### config.mk
export PLATFORM = sky130hd
export DESIGN_NAME = lane_arbiter_flat
export DESIGN_NICKNAME = d
export VERILOG_FILES = /design/src/rtl/router_pkg.sv /design/src/rtl/lane_arbiter_if.sv /design/src/rtl/rr_pick.sv /design/src/rtl/lane_arbiter.sv /design/src/flat_wrapper.sv
export SDC_FILE = /design/constraint.sdc
export NUM_CORES = 1
export LEC_CHECK = 0
export ABC_CLOCK_PERIOD_IN_PS = 4000
export BUFFER_PORTS_ARGS = -buffer_cell sky130_fd_sc_hd__clkbuf_2
export CORE_AREA = 4 4 128 130
export CTS_CLUSTER_SIZE = 24
export DETAILED_ROUTE_END_ITERATION = 8
export DIE_AREA = 0 0 132 134
export GPL_ROUTABILITY_DRIVEN = 0
export PLACE_DENSITY = 0.73
export SLEW_MARGIN = 0
export SYNTH_ARGS = -nofsm -noshare
export SYNTH_HDL_FRONTEND = slang
export SYNTH_SLANG_ARGS = --single-unit
### constraint.sdc
create_clock -name clK -period 4 [get_ports clK]
set_input_delay 0.4 -clock clK [delete_from_list [all_inputs] [get_ports clK]]
set_output_delay 0.4 -clock clK [all_outputs]
set_load 0.005 [all_outputs]
### src/rtl/router_pkg.sv
// Shared types and defaults for the router egress lane arbiter.
package router_pkg;

   typedef enum logic [1:0] {
      IDLE,
      XFER,
      DRAIN
   } arb_state_t;

   localparam int DEF_DATA  = 64;
   localparam int DEF_LANES = 4;
   localparam int DEF_BURST = 4;

   // Burst counter must be able to hold BURST itself.
   function automatic int cnt_w(input int burst);
      return $clog2(burst + 1);
   endfunction

endpackage

### src/rtl/lane_arbiter_if.sv
// Lane-side and egress-side signals of the lane arbiter.
interface lane_arbiter_if
   import router_pkg::*;
#(
   parameter int DATA  = DEF_DATA,
   parameter int LANES = DEF_LANES
);

   logic [LANES-1:0]           REQ;
   logic [LANES-1:0][DATA-1:0] IN;
   logic [LANES-1:0]           RD;
   logic [DATA-1:0]            OUT;
   logic                       WR;
   logic                       dst_BUSY;
   logic [LANES-1:0]           GNT;
   logic                       ACTIVE;

   modport master (
      input  REQ, IN, dst_BUSY,
      output RD, OUT, WR, GNT, ACTIVE
   );

   modport slave (
      output REQ, IN, dst_BUSY,
      input  RD, OUT, WR, GNT, ACTIVE
   );

endinterface

### src/rtl/rr_pick.sv
// First requester at or after ptr, wrapping modulo LANES.
module rr_pick
   import router_pkg::*;
#(
   parameter  int LANES = DEF_LANES,
   localparam int IW    = $clog2(LANES)
) (
   input  logic [LANES-1:0] req,
   input  logic [IW-1:0]    ptr,
   output logic             found,
   output logic [IW-1:0]    idx
);

   int j;

   always_comb begin
      found = 1'b0;
      idx   = '0;
      j     = 0;
      for (int k = 0; k < LANES; k++) begin
         j = int'(ptr) + k;
         if (j >= LANES) j = j - LANES;
         if (!found && req[IW'(j)]) begin
            found = 1'b1;
            idx   = IW'(j);
         end
      end
   end

endmodule

### src/rtl/lane_arbiter.sv
// Round-robin burst arbiter from LANES input FIFOs onto one egress lane.
module lane_arbiter
   import router_pkg::*;
#(
   parameter int DATA  = DEF_DATA,
   parameter int LANES = DEF_LANES,
   parameter int BURST = DEF_BURST
) (
   input logic            clK,
   input logic            rsT_n,
   lane_arbiter_if.master bus
);

   localparam int IW = $clog2(LANES);
   localparam int CW = cnt_w(BURST);
   localparam logic [CW-1:0] CMAX = CW'(BURST);
   localparam logic [IW-1:0] LAST = IW'(LANES - 1);

   arb_state_t       state;
   logic [IW-1:0]    ptr;
   logic [IW-1:0]    gsel;
   logic [IW-1:0]    win;
   logic [IW-1:0]    nxt;
   logic [CW-1:0]    cnt;
   logic [LANES-1:0] gnt;
   logic [LANES-1:0] rd;
   logic [DATA-1:0]  out;
   logic             found;
   logic             pop;
   logic             dry;
   logic             done;
   logic             rd_q;
   logic             wr;

   rr_pick #(.LANES(LANES)) u_pick (
      .req   (bus.REQ),
      .ptr   (ptr),
      .found (found),
      .idx   (win)
   );

   // Busy only stalls pops; a dry lane ends the grant once egress is free.
   assign pop  = (state == XFER) && bus.REQ[gsel]
               && !bus.dst_BUSY && (cnt < CMAX);
   assign dry  = !bus.REQ[gsel] && !bus.dst_BUSY;
   assign done = (cnt == CMAX) || dry;
   assign nxt  = (gsel == LAST) ? '0 : gsel + IW'(1);

   always_comb begin
      rd       = '0;
      rd[gsel] = pop;
   end

   always_ff @(posedge clK or negedge rsT_n) begin
      if (!rsT_n) begin
         state <= IDLE;
         gnt   <= '0;
         ptr   <= '0;
         gsel  <= '0;
         cnt   <= '0;
      end else begin
         unique case (state)
            IDLE: begin
               if (found) begin
                  gsel  <= win;
                  gnt   <= LANES'(1) << win;
                  cnt   <= '0;
                  state <= XFER;
               end
            end
            XFER: begin
               if (pop) cnt <= cnt + CW'(1);
               if (done) begin
                  ptr   <= nxt;
                  state <= DRAIN;
               end
            end
            DRAIN: begin
               gnt   <= '0;
               state <= IDLE;
            end
            default: state <= IDLE;
         endcase
      end
   end

   // Two-stage pipe: lane data arrives a cycle after RD, then registers out.
   always_ff @(posedge clK or negedge rsT_n) begin
      if (!rsT_n) begin
         rd_q <= 1'b0;
         wr   <= 1'b0;
         out  <= '0;
      end else begin
         rd_q <= |rd;
         wr   <= rd_q;
         if (rd_q) out <= bus.IN[gsel];
      end
   end

   assign bus.RD     = rd;
   assign bus.GNT    = gnt;
   assign bus.WR     = wr;
   assign bus.OUT    = out;
   assign bus.ACTIVE = (state != IDLE);

endmodule

### src/flat_wrapper.sv
// flat-port wrapper written by rule: the top's interface ports become plain ports
module lane_arbiter_flat import router_pkg::*;
#(
   parameter int DATA  = DEF_DATA,
   parameter int LANES = DEF_LANES,
   parameter int BURST = DEF_BURST
)
  (clK, rsT_n, bus_REQ, bus_IN, bus_dst_BUSY, bus_RD, bus_OUT, bus_WR, bus_GNT, bus_ACTIVE);
  lane_arbiter_if #(.DATA(DATA), .LANES(LANES)) bus_i ();
  input logic clK;
  input logic rsT_n;
  input wire logic [$bits(bus_i.REQ)-1:0] bus_REQ;
  input wire logic [$bits(bus_i.IN)-1:0] bus_IN;
  input wire logic [$bits(bus_i.dst_BUSY)-1:0] bus_dst_BUSY;
  output wire logic [$bits(bus_i.RD)-1:0] bus_RD;
  output wire logic [$bits(bus_i.OUT)-1:0] bus_OUT;
  output wire logic [$bits(bus_i.WR)-1:0] bus_WR;
  output wire logic [$bits(bus_i.GNT)-1:0] bus_GNT;
  output wire logic [$bits(bus_i.ACTIVE)-1:0] bus_ACTIVE;
  assign bus_i.REQ = bus_REQ;
  assign bus_i.IN = bus_IN;
  assign bus_i.dst_BUSY = bus_dst_BUSY;
  assign bus_RD = bus_i.RD;
  assign bus_OUT = bus_i.OUT;
  assign bus_WR = bus_i.WR;
  assign bus_GNT = bus_i.GNT;
  assign bus_ACTIVE = bus_i.ACTIVE;
  lane_arbiter #(.DATA(DATA), .LANES(LANES), .BURST(BURST)) u_core (.clK(clK), .rsT_n(rsT_n), .bus(bus_i));
endmodule
==> impl_metrics.tcl <==
set metrics [dict create \
    max_slew_margin 0.3551 \
    ctsHoldBuffers 0 \
    nets 886 \
    htree_levels 3 \
    avgViaCountPerCell 4.960 \
    worstSetupEndpointType "primary output" \
    syn_area_um2 4718 \
    post-cts-setup-buffer-count 0 \
    p_switching_mw 1.521 \
    gr-usage-all-layers 0.1764 \
    synth-edff-count 0 \
    drtIter0Drc 134 \
    synth.most_common_cell "dfrtp_1" \
    p_comb_frac 0.472 \
    drc 0 \
    yosys-top-cells-count "dfrtp_1, mux4_2, mux2_2" \
    r2r-start "u_core.gsel[1]" \
    rsz0062_at_grt "false" \
    seq_area_frac_synth 0.4190 \
    wirelength_um 15740 \
    period_share 0.6695 \
    die_h_um 134 \
    power.leakage_nw 3.354 \
    outcome "complete, no violations" \
    worstSkewPairLatency_ns 0.33 \
    antenna_cells 0 \
    peakVddDrop_mv 0.2846 \
    clk_pin_slew_worst_paths_ns 0.06 \
    crit_start "u_core.gsel[1]" \
    synth_area_leaders "dfrtp_1, mux4_2, mux2_2" \
    tightest_slew_ns 0.9674 \
    drive_gt1_frac 0.7955 \
    syn_avg_cell_area_um2 16.38 \
    ant_nets 0 \
    fp-row-count 45 \
    io_pins 337 \
    fin_worst_hold_slack_ns 0.08309 \
    post_cts_resize_count 0 \
    synth_top_area_share 0.4190 \
    start_util 0.3115 \
    final-hold-violation-count 0 \
    antenna_found_initial 0 \
    skew_ns 0.004600 \
    critPathLaunchType "register" \
    tns_ns 0 \
    r2r_cells 3 \
    core_um2 15150 \
    reg2reg_slack_ns 1.77 \
    clkPwrFrac 0.180 \
    cts_made_buffers 9 \
    grt_max_degree 49 \
    clockBufferDepth 2 \
    syn_nets 557 \
    synthFlopType "dfrtp_1" \
    drv_cap 0 \
    root_buffer "clkbuf_16" \
    fin_util 0.4527 \
    gr-total-overflow 0 \
    avgRoutedWirePerCell_um 19.45 \
    first_pass_iters 4 \
    synth-warning-count 0 \
    max_freq_ghz 0.3734 \
    critPathKind "register to primary output" \
    min_path_type "primary input to asynchronous set/reset pin" \
    syn_inst 288 \
    crit_path_max_fanout 34 \
    setup_viol 0 \
    cellInternalPower_mw 3.089 \
    synth_area_leader_cell "dfrtp_1" \
    vias 4013 \
    async_flop_share 1.000 \
    clkSinkCount 79 \
    maxSlewViolCount 0 \
    grt_pass1_vias 4452 \
    design.die.area_um2 17690 \
    arrival_ns 2.28 \
    port_buffers 336 \
    place_area_um2 6558 \
    finalCriticalPeriod_ns 2.678 \
    ys_ff_latch 79 \
    seqPwrFrac 0.349 \
    timing.rr.end "u_core.bus.OUT[33]" \
    swShare 0.3300 \
    grt_pass1_wl_um 24540 \
    p_per_area_nw_per_um2 672.3 \
    fin_area_um2 6857 \
    die-width_um 132 \
    synth.distinct_cells 31 \
    required_ns 3.60 \
    area_growth_pct 45.32 \
    dp_hpwl_um 13050 \
    cts_tree "yes" \
]
-- layout by cell type (no fill, tap or decap), types with 6 or more instances in the layout --
| cell type | count |
|---|---|
| clkbuf_2 | 335 |
| dfrtp_1 | 76 |
| mux4_2 | 65 |
| mux2_2 | 64 |
| clkbuf_16 | 9 |
| inv_1 | 7 |
| nand2_1 | 7 |
| ha_1 | 6 |
-- power by group through the flow --
stage               sequential, mW  clock [mW]  combinational, mW
finish                        1.61       0.828               2.17
global route                  1.69       0.886               2.37
CTS                           1.62       0.855               2.23
detailed placement            1.64           0               2.22
global placement              1.62           0               2.19
floorplan                     1.43           0               1.60
-- through the flow --
stage	std cells	setup slack [ns]	power, mW
after floorplan	288	2.212	3.028
after global placement	794	1.658	3.802
after detailed placement	794	1.600	3.858
after CTS	809	1.236	4.708
after global routing	809	1.123	4.943
final	809	1.322	4.609
-- metal layers --
layer,vias up,GRT usage,part of all wire
met5,-,0,0
met4,0,0.04084,0.010
met3,11,0.04014,0.065
met2,180,0.3241,0.54
met1,2015,0.2104,0.39
li1,1807,-,-
-- cells by family after synthesis --
kind of cell | synth area share
DFF | 0.4190
buffers and inverters | 0.03288
AOI/OAI and AO/OA | 0.02599
adders and majority gates | 0.01591
and+or+nand+nor | 0.03023
muxes | 0.4760
-- layout make-up --
type / count / area [um2]
tap: 188 / 235.2
multi-input combinational: 180 / 2586
clock buffer: 12 / 256.5
timing repair buffer: 340 / 1727
clock inverter: 3 / 42.54
sequential: 79 / 1983
fill: 1399 / 8289
inverter: 7 / 26.28
-- worst max path at each step --
stage | cells after the start | slack [ns] | end
6_report | 4 | 1.32 | bus_RD[0]
5_1_grt | 4 | 1.12 | bus_RD[2]
4_1_cts | 4 | 1.24 | bus_RD[0]
3_5_place_dp | 4 | 1.60 | bus_RD[0]
3_3_place_gp | 4 | 1.66 | bus_RD[3]
2_1_floorplan | 4 | 2.21 | bus_RD[0]
-- critical path, stage by stage, from the launching register on --
cell and delay (ns):
dfrtp_2 0.84, mux4_2 0.37, nor4b_4 0.42, and2_1 0.20, clkbuf_2 0.12
-- state kept, by name (all words and copies together) (netlist names) --
| register | cells |
|---|---|
| u_core.bus.GNT | 4 |
| u_core.state | 2 |
| u_core.cnt | 3 |
| u_core.bus.WR | 1 |
| u_core.rd_q | 1 |
| u_core.ptr | 2 |
| u_core.gsel | 2 |
| u_core.bus.OUT | 64 |
Power figures use the tool's default switching activity.
